$ cat src/rtl/aclock_ctrl_if.sv
// aclock_ctrl_if: signal bundle between the button/time front-end and the
// aclock_ctrl user-interface controller.
//   master : environment side (drives buttons, current time, alarm flag)
//   slave  : controller side (drives BCD load value, strobes, status)
// Signals:
//   btn_mode/btn_inc/btn_ok/btn_snooze : debounced button levels
//   cur_h1/cur_h0/cur_m1/cur_m0        : current time, BCD
//   alarm_in                           : Alarm from aclock
//   H_in1/H_in0/M_in1/M_in0            : BCD value presented to aclock
//   LD_time/LD_alarm/STOP_al/AL_ON     : strobes and alarm enable
//   edit/field/tgt/busy                : controller status
interface aclock_ctrl_if;
  logic       btn_mode;
  logic       btn_inc;
  logic       btn_ok;
  logic       btn_snooze;
  logic [1:0] cur_h1;
  logic [3:0] cur_h0;
  logic [3:0] cur_m1;
  logic [3:0] cur_m0;
  logic       alarm_in;
  logic [1:0] H_in1;
  logic [3:0] H_in0;
  logic [3:0] M_in1;
  logic [3:0] M_in0;
  logic       LD_time;
  logic       LD_alarm;
  logic       STOP_al;
  logic       AL_ON;
  logic       edit;
  logic       field;
  logic       tgt;
  logic       busy;

  modport master (
    output btn_mode, btn_inc, btn_ok, btn_snooze,
    output cur_h1, cur_h0, cur_m1, cur_m0, alarm_in,
    input  H_in1, H_in0, M_in1, M_in0,
    input  LD_time, LD_alarm, STOP_al, AL_ON,
    input  edit, field, tgt, busy
  );

  modport slave (
    input  btn_mode, btn_inc, btn_ok, btn_snooze,
    input  cur_h1, cur_h0, cur_m1, cur_m0, alarm_in,
    output H_in1, H_in0, M_in1, M_in0,
    output LD_time, LD_alarm, STOP_al, AL_ON,
    output edit, field, tgt, busy
  );
endinterface

$ cat src/rtl/aclock_ctrl.sv
// aclock_ctrl: push-button user interface for the aclock alarm-clock datapath.
// Edits time/alarm values in BCD, presents them on H_in*/M_in* with stretched
// LD_time/LD_alarm strobes, owns AL_ON, and implements snooze (alarm moved to
// now + SNOOZE_MIN) and stop (user alarm restored), both pulsing STOP_al.
// Ports:
//   clk   : system clock shared with aclock
//   reset : synchronous, active-high
//   bus   : aclock_ctrl_if.slave (buttons, current time, alarm in; load
//           value, strobes, AL_ON and status out)
module aclock_ctrl #(
  parameter int LD_HOLD    = 12,
  parameter int SNOOZE_MIN = 5,
  parameter int TIMEOUT    = 1000
) (
  input  logic         clk,
  input  logic         reset,
  aclock_ctrl_if.slave bus
);

  typedef struct packed {
    logic [1:0] h1;
    logic [3:0] h0;
    logic [3:0] m1;
    logic [3:0] m0;
  } bcd_t;

  typedef enum logic [2:0] {
    S_IDLE,
    S_SET_HH,
    S_SET_MM,
    S_LOAD,
    S_SNOOZE,
    S_STOP
  } state_t;

  localparam int         HOLD_W   = $clog2(LD_HOLD + 1);
  localparam int         TO_W     = $clog2(TIMEOUT + 1);
  localparam logic [4:0] SNZ_ONES = 5'(SNOOZE_MIN % 10);
  localparam logic [4:0] SNZ_TENS = 5'(SNOOZE_MIN / 10);

  // Hours 00..23 with BCD carry; minutes untouched.
  function automatic bcd_t inc_hour(input bcd_t t);
    bcd_t r;
    r = t;
    if (t.h1 == 2'd2 && t.h0 == 4'd3) begin
      r.h1 = 2'd0;
      r.h0 = 4'd0;
    end else if (t.h0 == 4'd9) begin
      r.h1 = t.h1 + 2'd1;
      r.h0 = 4'd0;
    end else begin
      r.h0 = t.h0 + 4'd1;
    end
    return r;
  endfunction

  // Minutes 00..59, wrapping without touching the hours.
  function automatic bcd_t inc_min(input bcd_t t);
    bcd_t r;
    r = t;
    if (t.m0 == 4'd9) begin
      r.m0 = 4'd0;
      r.m1 = (t.m1 == 4'd5) ? 4'd0 : t.m1 + 4'd1;
    end else begin
      r.m0 = t.m0 + 4'd1;
    end
    return r;
  endfunction

  // Digit-wise BCD add of the snooze offset; a minute overflow bumps the hour
  // through inc_hour, which also covers the 23 -> 00 wrap.
  function automatic bcd_t add_snooze(input bcd_t t);
    bcd_t       r;
    logic [4:0] s0;
    logic [4:0] s1;
    logic       c0;
    logic       c1;
    r  = t;
    s0 = {1'b0, t.m0} + SNZ_ONES;
    c0 = (s0 >= 5'd10);
    r.m0 = c0 ? 4'(s0 - 5'd10) : s0[3:0];
    s1 = {1'b0, t.m1} + SNZ_TENS + {4'b0000, c0};
    c1 = (s1 >= 5'd6);
    r.m1 = c1 ? 4'(s1 - 5'd6) : s1[3:0];
    if (c1) begin
      r = inc_hour(r);
    end
    return r;
  endfunction

  state_t              state_reg, state_next;
  logic   [3:0]        btn_q_reg;
  bcd_t                e_reg, e_next;
  bcd_t                ash_reg, ash_next;
  bcd_t                hin_reg, hin_next;
  logic                tgt_reg, tgt_next;
  logic                al_on_reg, al_on_next;
  logic   [HOLD_W-1:0] hold_reg, hold_next;
  logic   [TO_W-1:0]   to_reg, to_next;
  logic                ld_time_reg, ld_time_next;
  logic                ld_alarm_reg, ld_alarm_next;
  logic                stop_reg, stop_next;
  logic                edit_reg, edit_next;
  logic                field_reg, field_next;
  logic                busy_reg, busy_next;

  logic [3:0] btn;
  logic [3:0] press;
  logic       press_mode, press_inc, press_ok, press_snooze;
  bcd_t       cur;

  assign btn          = {bus.btn_snooze, bus.btn_ok, bus.btn_inc, bus.btn_mode};
  assign press        = btn & ~btn_q_reg;
  assign press_mode   = press[0];
  assign press_inc    = press[1];
  assign press_ok     = press[2];
  assign press_snooze = press[3];
  assign cur          = '{h1: bus.cur_h1, h0: bus.cur_h0, m1: bus.cur_m1, m0: bus.cur_m0};

  always_comb begin
    state_next = state_reg;
    e_next     = e_reg;
    ash_next   = ash_reg;
    hin_next   = hin_reg;
    tgt_next   = tgt_reg;
    al_on_next = al_on_reg;
    hold_next  = '0;
    to_next    = '0;

    case (state_reg)
      S_IDLE: begin
        if (press_ok) begin
          if (bus.alarm_in) begin
            state_next = S_STOP;
            hin_next   = ash_reg;
          end else begin
            al_on_next = ~al_on_reg;
          end
        end else if (press_snooze && bus.alarm_in) begin
          // cur is captured here, on entry; the hold never recomputes it.
          state_next = S_SNOOZE;
          hin_next   = add_snooze(cur);
        end else if (press_mode) begin
          tgt_next   = 1'b0;
          e_next     = cur;
          state_next = S_SET_HH;
        end
      end

      S_SET_HH, S_SET_MM: begin
        if (press_mode) begin
          tgt_next   = ~tgt_reg;
          e_next     = tgt_reg ? cur : ash_reg;
          state_next = S_SET_HH;
        end else if (press_ok) begin
          if (state_reg == S_SET_HH) begin
            state_next = S_SET_MM;
          end else begin
            state_next = S_LOAD;
            hin_next   = e_reg;
            if (tgt_reg) begin
              ash_next = e_reg;
            end
          end
        end else if (press_inc) begin
          e_next = (state_reg == S_SET_HH) ? inc_hour(e_reg) : inc_min(e_reg);
        end else if (press == 4'b0000) begin
          // Any press, even an ignored one, restarts the idle count.
          if (to_reg == TO_W'(TIMEOUT - 1)) begin
            state_next = S_IDLE;
          end else begin
            to_next = to_reg + TO_W'(1);
          end
        end
      end

      S_LOAD, S_SNOOZE, S_STOP: begin
        if (hold_reg == HOLD_W'(LD_HOLD - 1)) begin
          state_next = S_IDLE;
        end else begin
          hold_next = hold_reg + HOLD_W'(1);
        end
      end

      default: state_next = S_IDLE;
    endcase

    // Status and strobes are decoded from the next state so that they are
    // registered and line up exactly with the state window.
    edit_next     = (state_next == S_SET_HH) || (state_next == S_SET_MM);
    field_next    = (state_next == S_SET_MM);
    busy_next     = (state_next == S_LOAD) || (state_next == S_SNOOZE) ||
                    (state_next == S_STOP);
    ld_time_next  = (state_next == S_LOAD) && !tgt_next;
    ld_alarm_next = ((state_next == S_LOAD) && tgt_next) ||
                    (state_next == S_SNOOZE) || (state_next == S_STOP);
    stop_next     = (state_next == S_SNOOZE) || (state_next == S_STOP);
  end

  always_ff @(posedge clk) begin
    if (reset) begin
      state_reg    <= S_IDLE;
      btn_q_reg    <= '0;
      e_reg        <= '0;
      ash_reg      <= '0;
      hin_reg      <= '0;
      tgt_reg      <= 1'b0;
      al_on_reg    <= 1'b0;
      hold_reg     <= '0;
      to_reg       <= '0;
      ld_time_reg  <= 1'b0;
      ld_alarm_reg <= 1'b0;
      stop_reg     <= 1'b0;
      edit_reg     <= 1'b0;
      field_reg    <= 1'b0;
      busy_reg     <= 1'b0;
    end else begin
      state_reg    <= state_next;
      btn_q_reg    <= btn;
      e_reg        <= e_next;
      ash_reg      <= ash_next;
      hin_reg      <= hin_next;
      tgt_reg      <= tgt_next;
      al_on_reg    <= al_on_next;
      hold_reg     <= hold_next;
      to_reg       <= to_next;
      ld_time_reg  <= ld_time_next;
      ld_alarm_reg <= ld_alarm_next;
      stop_reg     <= stop_next;
      edit_reg     <= edit_next;
      field_reg    <= field_next;
      busy_reg     <= busy_next;
    end
  end

  assign bus.H_in1    = hin_reg.h1;
  assign bus.H_in0    = hin_reg.h0;
  assign bus.M_in1    = hin_reg.m1;
  assign bus.M_in0    = hin_reg.m0;
  assign bus.LD_time  = ld_time_reg;
  assign bus.LD_alarm = ld_alarm_reg;
  assign bus.STOP_al  = stop_reg;
  assign bus.AL_ON    = al_on_reg;
  assign bus.edit     = edit_reg;
  assign bus.field    = field_reg;
  assign bus.tgt      = tgt_reg;
  assign bus.busy     = busy_reg;

endmodule

$ cat src/flat_wrapper.sv
// flat-port wrapper written by rule: the top's interface ports become plain ports
module aclock_ctrl_flat 
#(
  parameter int LD_HOLD    = 12,
  parameter int SNOOZE_MIN = 5,
  parameter int TIMEOUT    = 1000
)
  (clk, reset, bus_btn_mode, bus_btn_inc, bus_btn_ok, bus_btn_snooze, bus_cur_h1, bus_cur_h0, bus_cur_m1, bus_cur_m0, bus_alarm_in, bus_H_in1, bus_H_in0, bus_M_in1, bus_M_in0, bus_LD_time, bus_LD_alarm, bus_STOP_al, bus_AL_ON, bus_edit, bus_field, bus_tgt, bus_busy);
  aclock_ctrl_if bus_i ();
  input  logic clk;
  input  logic reset;
  input wire logic [$bits(bus_i.btn_mode)-1:0] bus_btn_mode;
  input wire logic [$bits(bus_i.btn_inc)-1:0] bus_btn_inc;
  input wire logic [$bits(bus_i.btn_ok)-1:0] bus_btn_ok;
  input wire logic [$bits(bus_i.btn_snooze)-1:0] bus_btn_snooze;
  input wire logic [$bits(bus_i.cur_h1)-1:0] bus_cur_h1;
  input wire logic [$bits(bus_i.cur_h0)-1:0] bus_cur_h0;
  input wire logic [$bits(bus_i.cur_m1)-1:0] bus_cur_m1;
  input wire logic [$bits(bus_i.cur_m0)-1:0] bus_cur_m0;
  input wire logic [$bits(bus_i.alarm_in)-1:0] bus_alarm_in;
  output wire logic [$bits(bus_i.H_in1)-1:0] bus_H_in1;
  output wire logic [$bits(bus_i.H_in0)-1:0] bus_H_in0;
  output wire logic [$bits(bus_i.M_in1)-1:0] bus_M_in1;
  output wire logic [$bits(bus_i.M_in0)-1:0] bus_M_in0;
  output wire logic [$bits(bus_i.LD_time)-1:0] bus_LD_time;
  output wire logic [$bits(bus_i.LD_alarm)-1:0] bus_LD_alarm;
  output wire logic [$bits(bus_i.STOP_al)-1:0] bus_STOP_al;
  output wire logic [$bits(bus_i.AL_ON)-1:0] bus_AL_ON;
  output wire logic [$bits(bus_i.edit)-1:0] bus_edit;
  output wire logic [$bits(bus_i.field)-1:0] bus_field;
  output wire logic [$bits(bus_i.tgt)-1:0] bus_tgt;
  output wire logic [$bits(bus_i.busy)-1:0] bus_busy;
  assign bus_i.btn_mode = bus_btn_mode;
  assign bus_i.btn_inc = bus_btn_inc;
  assign bus_i.btn_ok = bus_btn_ok;
  assign bus_i.btn_snooze = bus_btn_snooze;
  assign bus_i.cur_h1 = bus_cur_h1;
  assign bus_i.cur_h0 = bus_cur_h0;
  assign bus_i.cur_m1 = bus_cur_m1;
  assign bus_i.cur_m0 = bus_cur_m0;
  assign bus_i.alarm_in = bus_alarm_in;
  assign bus_H_in1 = bus_i.H_in1;
  assign bus_H_in0 = bus_i.H_in0;
  assign bus_M_in1 = bus_i.M_in1;
  assign bus_M_in0 = bus_i.M_in0;
  assign bus_LD_time = bus_i.LD_time;
  assign bus_LD_alarm = bus_i.LD_alarm;
  assign bus_STOP_al = bus_i.STOP_al;
  assign bus_AL_ON = bus_i.AL_ON;
  assign bus_edit = bus_i.edit;
  assign bus_field = bus_i.field;
  assign bus_tgt = bus_i.tgt;
  assign bus_busy = bus_i.busy;
  aclock_ctrl #(.LD_HOLD(LD_HOLD), .SNOOZE_MIN(SNOOZE_MIN), .TIMEOUT(TIMEOUT)) u_core (.clk(clk), .reset(reset), .bus(bus_i));
endmodule
$ cat config.mk
export PLATFORM = sky130hd
export DESIGN_NAME = aclock_ctrl_flat
export DESIGN_NICKNAME = d
export VERILOG_FILES = /design/src/rtl/aclock_ctrl_if.sv /design/src/rtl/aclock_ctrl.sv /design/src/flat_wrapper.sv
export SDC_FILE = /design/constraint.sdc
export NUM_CORES = 1
export LEC_CHECK = 0
export BUFFER_PORTS_ARGS = -buffer_cell sky130_fd_sc_hd__buf_4
export CORE_ASPECT_RATIO = 1.4
export CORE_UTILIZATION = 40
export CTS_CLUSTER_SIZE = 20
export DETAILED_ROUTE_END_ITERATION = 8
export GPL_ROUTABILITY_DRIVEN = 0
export PLACE_DENSITY = 0.64
export SLEW_MARGIN = 20
export SYNTH_ARGS = -nofsm -noshare
export SYNTH_HDL_FRONTEND = slang
export SYNTH_SLANG_ARGS = --single-unit
$ cat constraint.sdc
create_clock -name clk -period 8.4 [get_ports clk]
set_input_delay 0.42 -clock clk [delete_from_list [all_inputs] [get_ports clk]]
set_output_delay 0.42 -clock clk [all_outputs]
set_load 0.005 [all_outputs]
### Word-level counts from Yosys, hierarchy flattened

Cells that the tools add are included.

| word-level totals | value |
|---|---|
| output and inout bits | 22 |
| input port bits | 21 |
| flip-flop bits (word level) | 71 |
| bits in writable memories | 0 |
| ROM bits | 0 |
| memories kept | 0 |
| bits in latches | 0 |

| cells by class | value |
|---|---|
| bitwise logic cells | 10 |
| reduce and logical (&&, ||, !) cells | 26 |
| shift operators | 0 |
| div/mod/pow operators | 0 |
| muxes and demuxes | 45 |
| add/sub/neg operators | 12 |
| multiply operators | 0 |
| $lt $le $gt $ge | 2 |
| equal/unequal tests | 34 |

Operators with widths:

| operator | count |
|---|---|
| $mux 14 | 15 |
| $pmux 14 s2 | 2 |
| $mux 3 | 10 |
| $mux 4 | 7 |
| $add 4x1->4 const B | 5 |
| $eq 4x4->1 const B | 4 |
| $reduce_and 8->1 | 2 |
| $reduce_and 7->1 | 2 |
| $eq 3x2->1 const B | 4 |
| $eq 3x3->1 const B | 4 |
| $mux 6 | 2 |
| $ne 3x1->1 const B | 4 |
| $add 10x1->10 const B | 1 |
| $eq 10x10->1 const B | 1 |
| $pmux 3 s3 | 1 |
| $eq 4x2->1 const B | 2 |
| $ne 2x2->1 const B | 4 |
| $not 1->1 | 8 |
| $reduce_or 7->1 | 1 |
| $eq 3x1->1 const B | 2 |
| $logic_or 1x1->1 | 6 |
| $ne 3x3->1 const B | 2 |
| $reduce_and 6->1 | 1 |
| $reduce_or 3->1 | 2 |
| other kinds (25) | 37 |

### Depth between registers and ports, before layout

| logic depth | value |
|---|---|
| depth in word-level cells | 12 |
| mapped depth | 15 |

### Least setup slack after synthesis

Ideal clock, no wire load.

| timing | value |
|---|---|
| path kind | input to register |
| start | input bus_cur_m0[0] |
| end | register u_core.hin_reg, in the netlist u_core.bus.H_in0[3] |
| path buffers | 1 |
| arrival | 3.402 ns |
| cell stages on the path | 14 |
| slack | 4.924 ns |
| path through | ha_1 -> xor2_1 -> ha_1 -> a31oi_1 -> nor3_1 -> a211oi_1 -> ha_1 -> ha_1 -> or4_1 -> nand3_2 -> buf_6 -> o21ai_1 -> a311o_1 -> a31oi_1 |

| between the ends | value |
|---|---|
| word-level cells in the longest chain between the ends | 8 |

Ends and longest elaborated chain:

| item | line | source |
|---|---|---|
| start, declared | flat_wrapper.sv:19 | `input wire logic [$bits(bus_i.cur_m0)-1:0] bus_cur_m0;` |
| $add 4x3->5 | aclock_ctrl.sv:79 | `s0 = {1'b0, t.m0} + SNZ_ONES;` |
| $ge 5x4->1 | aclock_ctrl.sv:80 | `c0 = (s0 >= 5'd10);` |
| $add 4x1->5 | aclock_ctrl.sv:82 | `s1 = {1'b0, t.m1} + SNZ_TENS + {4'b0000, c0};` |
| $ge 5x3->1 | aclock_ctrl.sv:83 | `c1 = (s1 >= 5'd6);` |
| $mux 14 | aclock_ctrl.sv:85 | `if (c1) begin` |
| $mux 14 | aclock_ctrl.sv:139 | `end else if (press_snooze && bus.alarm_in) begin` |
| $mux 14 | aclock_ctrl.sv:132 | `if (press_ok) begin` |
| $pmux 14 s2 | aclock_ctrl.sv:130 | `case (state_reg)` |
| end signal, assigned | aclock_ctrl.sv:222 | `hin_reg <= hin_next;` |
| end, declared | aclock_ctrl.sv:95 | `bcd_t hin_reg, hin_next;` |

Every way passes these cells. The select of a mux whose other input is x is not followed.
A chain may end at the register's enable or synchronous reset.

### Worst setup path after layout

Same ends and word-level chain as after synthesis.

==> flow_summary.rst <==
.. list-table::
   :header-rows: 1

   * - Metric
     - Value
   * - Cell depth of the worst flop-to-flop path
     - 6
   * - Fraction of met2 tracks used by global routing
     - roughly two fifths
   * - Share of post-route cells with drive strength above 1
     - 13.7%
   * - Result of the run
     - finished, final reports clean
   * - I/O Pins
     - 43
   * - GR Layer Usage met3
     - approximately 4.9%
   * - Gate power share
     - roughly 28%
   * - TritonCTS Buffers
     - 9
   * - Portion of the post-synthesis area used by sequential elements
     - between 30% and 40%
   * - Post-synthesis instance area
     - 0.00411 mm²
   * - Worst-case headroom to the max-slew limit
     - a little over a quarter
   * - Hold path start
     - bus_btn_inc
   * - Layout Area Growth over Synthesis
     - 15.2%
   * - Busiest grt layer
     - met2
   * - Buffer type at the clock tree root
     - sky130_fd_sc_hd__clkbuf_16
   * - Count of hold buffers inserted by post-cts repair
     - 0
   * - Clock H-tree levels
     - 3
   * - Synth Area in Simple Gates
     - between 20% and 30%
   * - Number of DRC violations after detailed routing
     - 0
   * - Switching fraction of total power
     - 33.4%
   * - Total Routing Usage GR
     - between 20% and 30%
   * - Inst Count DP
     - about 660
   * - Number of buffers on the longest clock path
     - 2
   * - Share of synthesized registers carrying an async set or reset
     - 0%
   * - Wire length reported by the detailed router
     - between 10000 and 15000 µm
   * - Final instance count without filler cells
     - around 670
   * - Number of distinct library cell variants in the gate-level netlist after synthesis
     - between 60 and 70
   * - End of the worst register-to-register path
     - u_core.e_reg[2]$_SDFFE_PP0P_
   * - Min cycle time layout
     - roughly 4000 ps
   * - Post-CTS Resized
     - 0
   * - Post-synthesis adder-cell area fraction
     - 5.48%
   * - Overflow after GRT
     - 0
   * - Start of the worst register-to-register path
     - u_core.state_reg[1]$_SDFF_PP0_
   * - Synth Net Count
     - roughly 550
   * - Die W
     - roughly 90 µm
   * - Main combinational cell family by area after synthesis
     - simple AND/OR/NAND/NOR gates
   * - Unrepaired setup endpoints after global routing
     - no
   * - Number of violations reported at the end of detailed-routing iteration 0
     - 266
   * - Cells after synthesis
     - about 500
   * - Final-report setup violation count
     - 0
   * - Vias per cell
     - just under 6
   * - Largest net degree at the start of global routing
     - 56
   * - Number of maximum-capacitance violations
     - 0
   * - Data required time at the worst endpoint
     - between 8000 and 9000 ps
   * - Global-route wire length before repair
     - ~18000 µm
   * - Effective utilization at floorplan
     - between 40 and 50%
   * - Fin Hold WS
     - 306 ps
   * - Worst min-delay path class
     - input port to register
   * - TritonCTS clock tree
     - built
   * - Overall die height
     - approximately 120 µm
   * - Clock network power share
     - approximately 33%
   * - Maximum fanout along the worst path
     - 12
   * - Number of sinks handled by clock tree synthesis
     - just over 70
   * - Insertion delay to the later sink of the worst-skew pair
     - around 340 ps
   * - Input/output buffers
     - 42
   * - Mean instance size in the synthesized netlist
     - a little over 8 µm²
   * - Post-CTS repair timing setup buffer count
     - 0
   * - YS warnings
     - 0
   * - Antenna-violating nets left
     - 0
   * - Cell count of the worst hold path
     - 2
   * - WL/cell
     - between 15 and 20 µm
   * - Number of hold-slack violations in the final timing report
     - 0
   * - Fin Clk Skew
     - 5.17 ps
   * - Hold Path Sink
     - u_core.btn_q_reg[1]$_SDFF_PP0_
   * - Worst path arrival time
     - roughly 4200 ps
   * - Overall die area
     - approximately 0.011 mm²
   * - Final worst-path cycle share
     - between 40% and 50%
   * - Number of nets in the final layout
     - about 570
   * - Capturing element type of the critical path
     - register
   * - Number of max-slew violations in the final report
     - 0
   * - Internal power summed over all cells
     - ~0.71 mW
   * - Area of the core region
     - 0.00995 mm²
   * - Number of enable flip-flop cells after synthesis
     - 0
   * - Complex-gate fraction of the synthesized area
     - a little under a quarter
   * - Post-Synth XOR/XNOR Area
     - ~2.6%
   * - Maximum achievable frequency
     - 252 MHz
   * - Final sum of negative setup slack
     - 0 ps
   * - Vias in the first global route
     - approximately 3700
   * - Via count
     - 3884
   * - Top_reg_cell synth
     - sky130_fd_sc_hd__dfxtp_1
   * - Share of total power in sequential cells
     - 39.1%
   * - Peak supply drop
     - between 90 and 100 µV
   * - Net switching power of the design
     - 0.354 mW
   * - Critical path start-end classification
     - input port to register
   * - Reg2Reg Setup Slack
     - between 5000 and 6000 ps
   * - Leakage power figure
     - 1.86 nW
   * - Transition at the pin with the smallest max-transition slack
     - approximately 1100 ps
   * - Cell Rows
     - between 40 and 50
   * - Clock input transition at the sequential cells of the worst setup and hold paths
     - ~60 ps
   * - Antenna cells
     - 0
   * - Router iterations before antenna repair
     - 5
   * - Met1 global-route usage
     - between 20% and 30%
   * - Post-synthesis mux area share
     - 2.95%
   * - Number of antenna violations at the first check in global routing
     - 0
   * - Flip-flop and latch count after synthesis
     - just over 70
   * - CP startpoint kind
     - input port
   * - Post-detail-place hpwl
     - between 7000 and 8000 µm
   * - Overall power of the completed layout
     - between 1 and 1.5 mW
   * - Pwr/cell area
     - ~220 mW/mm²
## power groups by stage
stage / clock (mW) / sequential [mW] / combinational [mW]
after detailed placement: 0 / 0.420 / 0.299
after floorplan: 0 / 0.409 / 0.202
final: 0.345 / 0.414 / 0.301
after CTS: 0.353 / 0.414 / 0.301
after global placement: 0 / 0.420 / 0.294
after global routing: 0.366 / 0.419 / 0.333
## cells by family (layout without fill, tap and decap cells)
kind of cell               after synthesis  count (layout)
adders and majority gates               18              18
xor gates and xnor gates                12              12
AOI/OAI and AO/OA                      139             139
buffers and inverters                   51              82
muxes                                   12              12
and+or+nand+nor                        205             205
DFF                                     71              71
## routing by layer
layer / vias up / share of wire (%)
met5: - / 0
met4: 0 / 1.8
met3: 21 / 4.0
met2: 98 / 52
met1: 1866 / 42
li1: 1899 / -
## cell usage after synthesis (all sizes together), types with 2 or more instances
cell type | n | area [µm²]
o21ai | 25 | 125
o41ai | 2 | 17.5
nor3 | 13 | 70.1
nand3b | 8 | 60.1
nor4 | 8 | 62.6
inv | 21 | 78.8
a22oi | 4 | 30.0
a211oi | 17 | 145
xor2 | 6 | 52.6
mux2i | 11 | 110
a21o | 5 | 37.5
a21oi | 41 | 209
nor2 | 75 | 282
o2111ai | 3 | 26.3
nand2 | 29 | 114
a222oi | 3 | 30.0
nand2b | 8 | 52.6
o211ai | 4 | 30.0
a31oi | 5 | 31.3
nand4 | 2 | 12.5
nor3b | 5 | 42.5
o21a | 3 | 22.5
o221ai | 2 | 17.5
nor2b | 14 | 87.6
a221o | 4 | 40.0
ha | 18 | 225
or3 | 10 | 67.6
nand3 | 19 | 100
o32ai | 2 | 17.5
xnor2 | 6 | 52.6
dfxtp | 71 | 1420
buf | 15 | 96.3
a211o | 4 | 35.0
nor4b | 2 | 17.5
a221oi | 6 | 52.6
and3 | 4 | 25.0
clkbuf | 14 | 52.6
or4 | 4 | 30.0
## cell usage in the layout, fill, tap and decap left out, types with 5 or more instances in the layout
cell and count:
sky130_fd_sc_hd__a221oi_1 6, sky130_fd_sc_hd__nor2b_1 14, sky130_fd_sc_hd__buf_4 45, sky130_fd_sc_hd__ha_1 18, sky130_fd_sc_hd__nor2_1 75, sky130_fd_sc_hd__xor2_1 6, sky130_fd_sc_hd__nand3b_1 8, sky130_fd_sc_hd__nand3_1 18
sky130_fd_sc_hd__dfxtp_1 71, sky130_fd_sc_hd__mux2i_1 11, sky130_fd_sc_hd__a21oi_1 40, sky130_fd_sc_hd__nor4_1 6, sky130_fd_sc_hd__inv_1 21, sky130_fd_sc_hd__a211oi_1 15, sky130_fd_sc_hd__clkbuf_16 9, sky130_fd_sc_hd__nor3_1 12
sky130_fd_sc_hd__o21ai_0 22, sky130_fd_sc_hd__nand2b_1 7, sky130_fd_sc_hd__xnor2_1 6, sky130_fd_sc_hd__a21o_1 5, sky130_fd_sc_hd__nand2_1 27, sky130_fd_sc_hd__or3_1 9, sky130_fd_sc_hd__a31oi_1 5
## worst max-delay path by stage
stage	from	to	slack (ps)
after floorplan	bus_cur_m0[0]	u_core.bus.H_in0[3]$_SDFFE_PP0P_	4920
after global placement	bus_cur_m0[0]	u_core.bus.H_in0[3]$_SDFFE_PP0P_	4360
after detailed placement	bus_cur_m0[0]	u_core.bus.H_in0[3]$_SDFFE_PP0P_	4170
after CTS	bus_cur_m0[0]	u_core.bus.H_in0[3]$_SDFFE_PP0P_	4500
after global routing	bus_cur_m0[0]	u_core.bus.H_in0[3]$_SDFFE_PP0P_	4230
final	bus_cur_m0[0]	u_core.bus.H_in0[3]$_SDFFE_PP0P_	4440
## critical path, stage by stage
cell                       delay [ps]
sky130_fd_sc_hd__buf_4            140
sky130_fd_sc_hd__ha_1             280
sky130_fd_sc_hd__xor2_1           170
sky130_fd_sc_hd__ha_1             270
sky130_fd_sc_hd__a31oi_1          240
sky130_fd_sc_hd__nor3_1            70
sky130_fd_sc_hd__a211oi_1         450
sky130_fd_sc_hd__ha_1             360
sky130_fd_sc_hd__ha_1             320
sky130_fd_sc_hd__nand2_1          140
sky130_fd_sc_hd__a22oi_1          230
sky130_fd_sc_hd__nand3_2          240
sky130_fd_sc_hd__or3_1            410
sky130_fd_sc_hd__a311o_1          350
sky130_fd_sc_hd__a31oi_1          130
## stage by stage
stage / setup slack [ps] / area (µm²) / util, %
after floorplan: 4920 / 4110 / -
after global placement: 4360 / 4470 / 44.9
after detailed placement: 4170 / 4470 / 44.9
after CTS: 4500 / 4730 / 47.5
after global routing: 4230 / 4730 / 47.5
final: 4440 / 4730 / 47.5
## area by class of cell
cell class,instances,area (µm²)
well taps,135,169
multi-input cells,386,2460
inverters,22,82.6
clock inverters,4,22.5
fillers,1012,5220
clock buffers,11,243
flip-flops and latches,71,1420
repair buffers,45,338
Power figures use the tool's default switching activity.
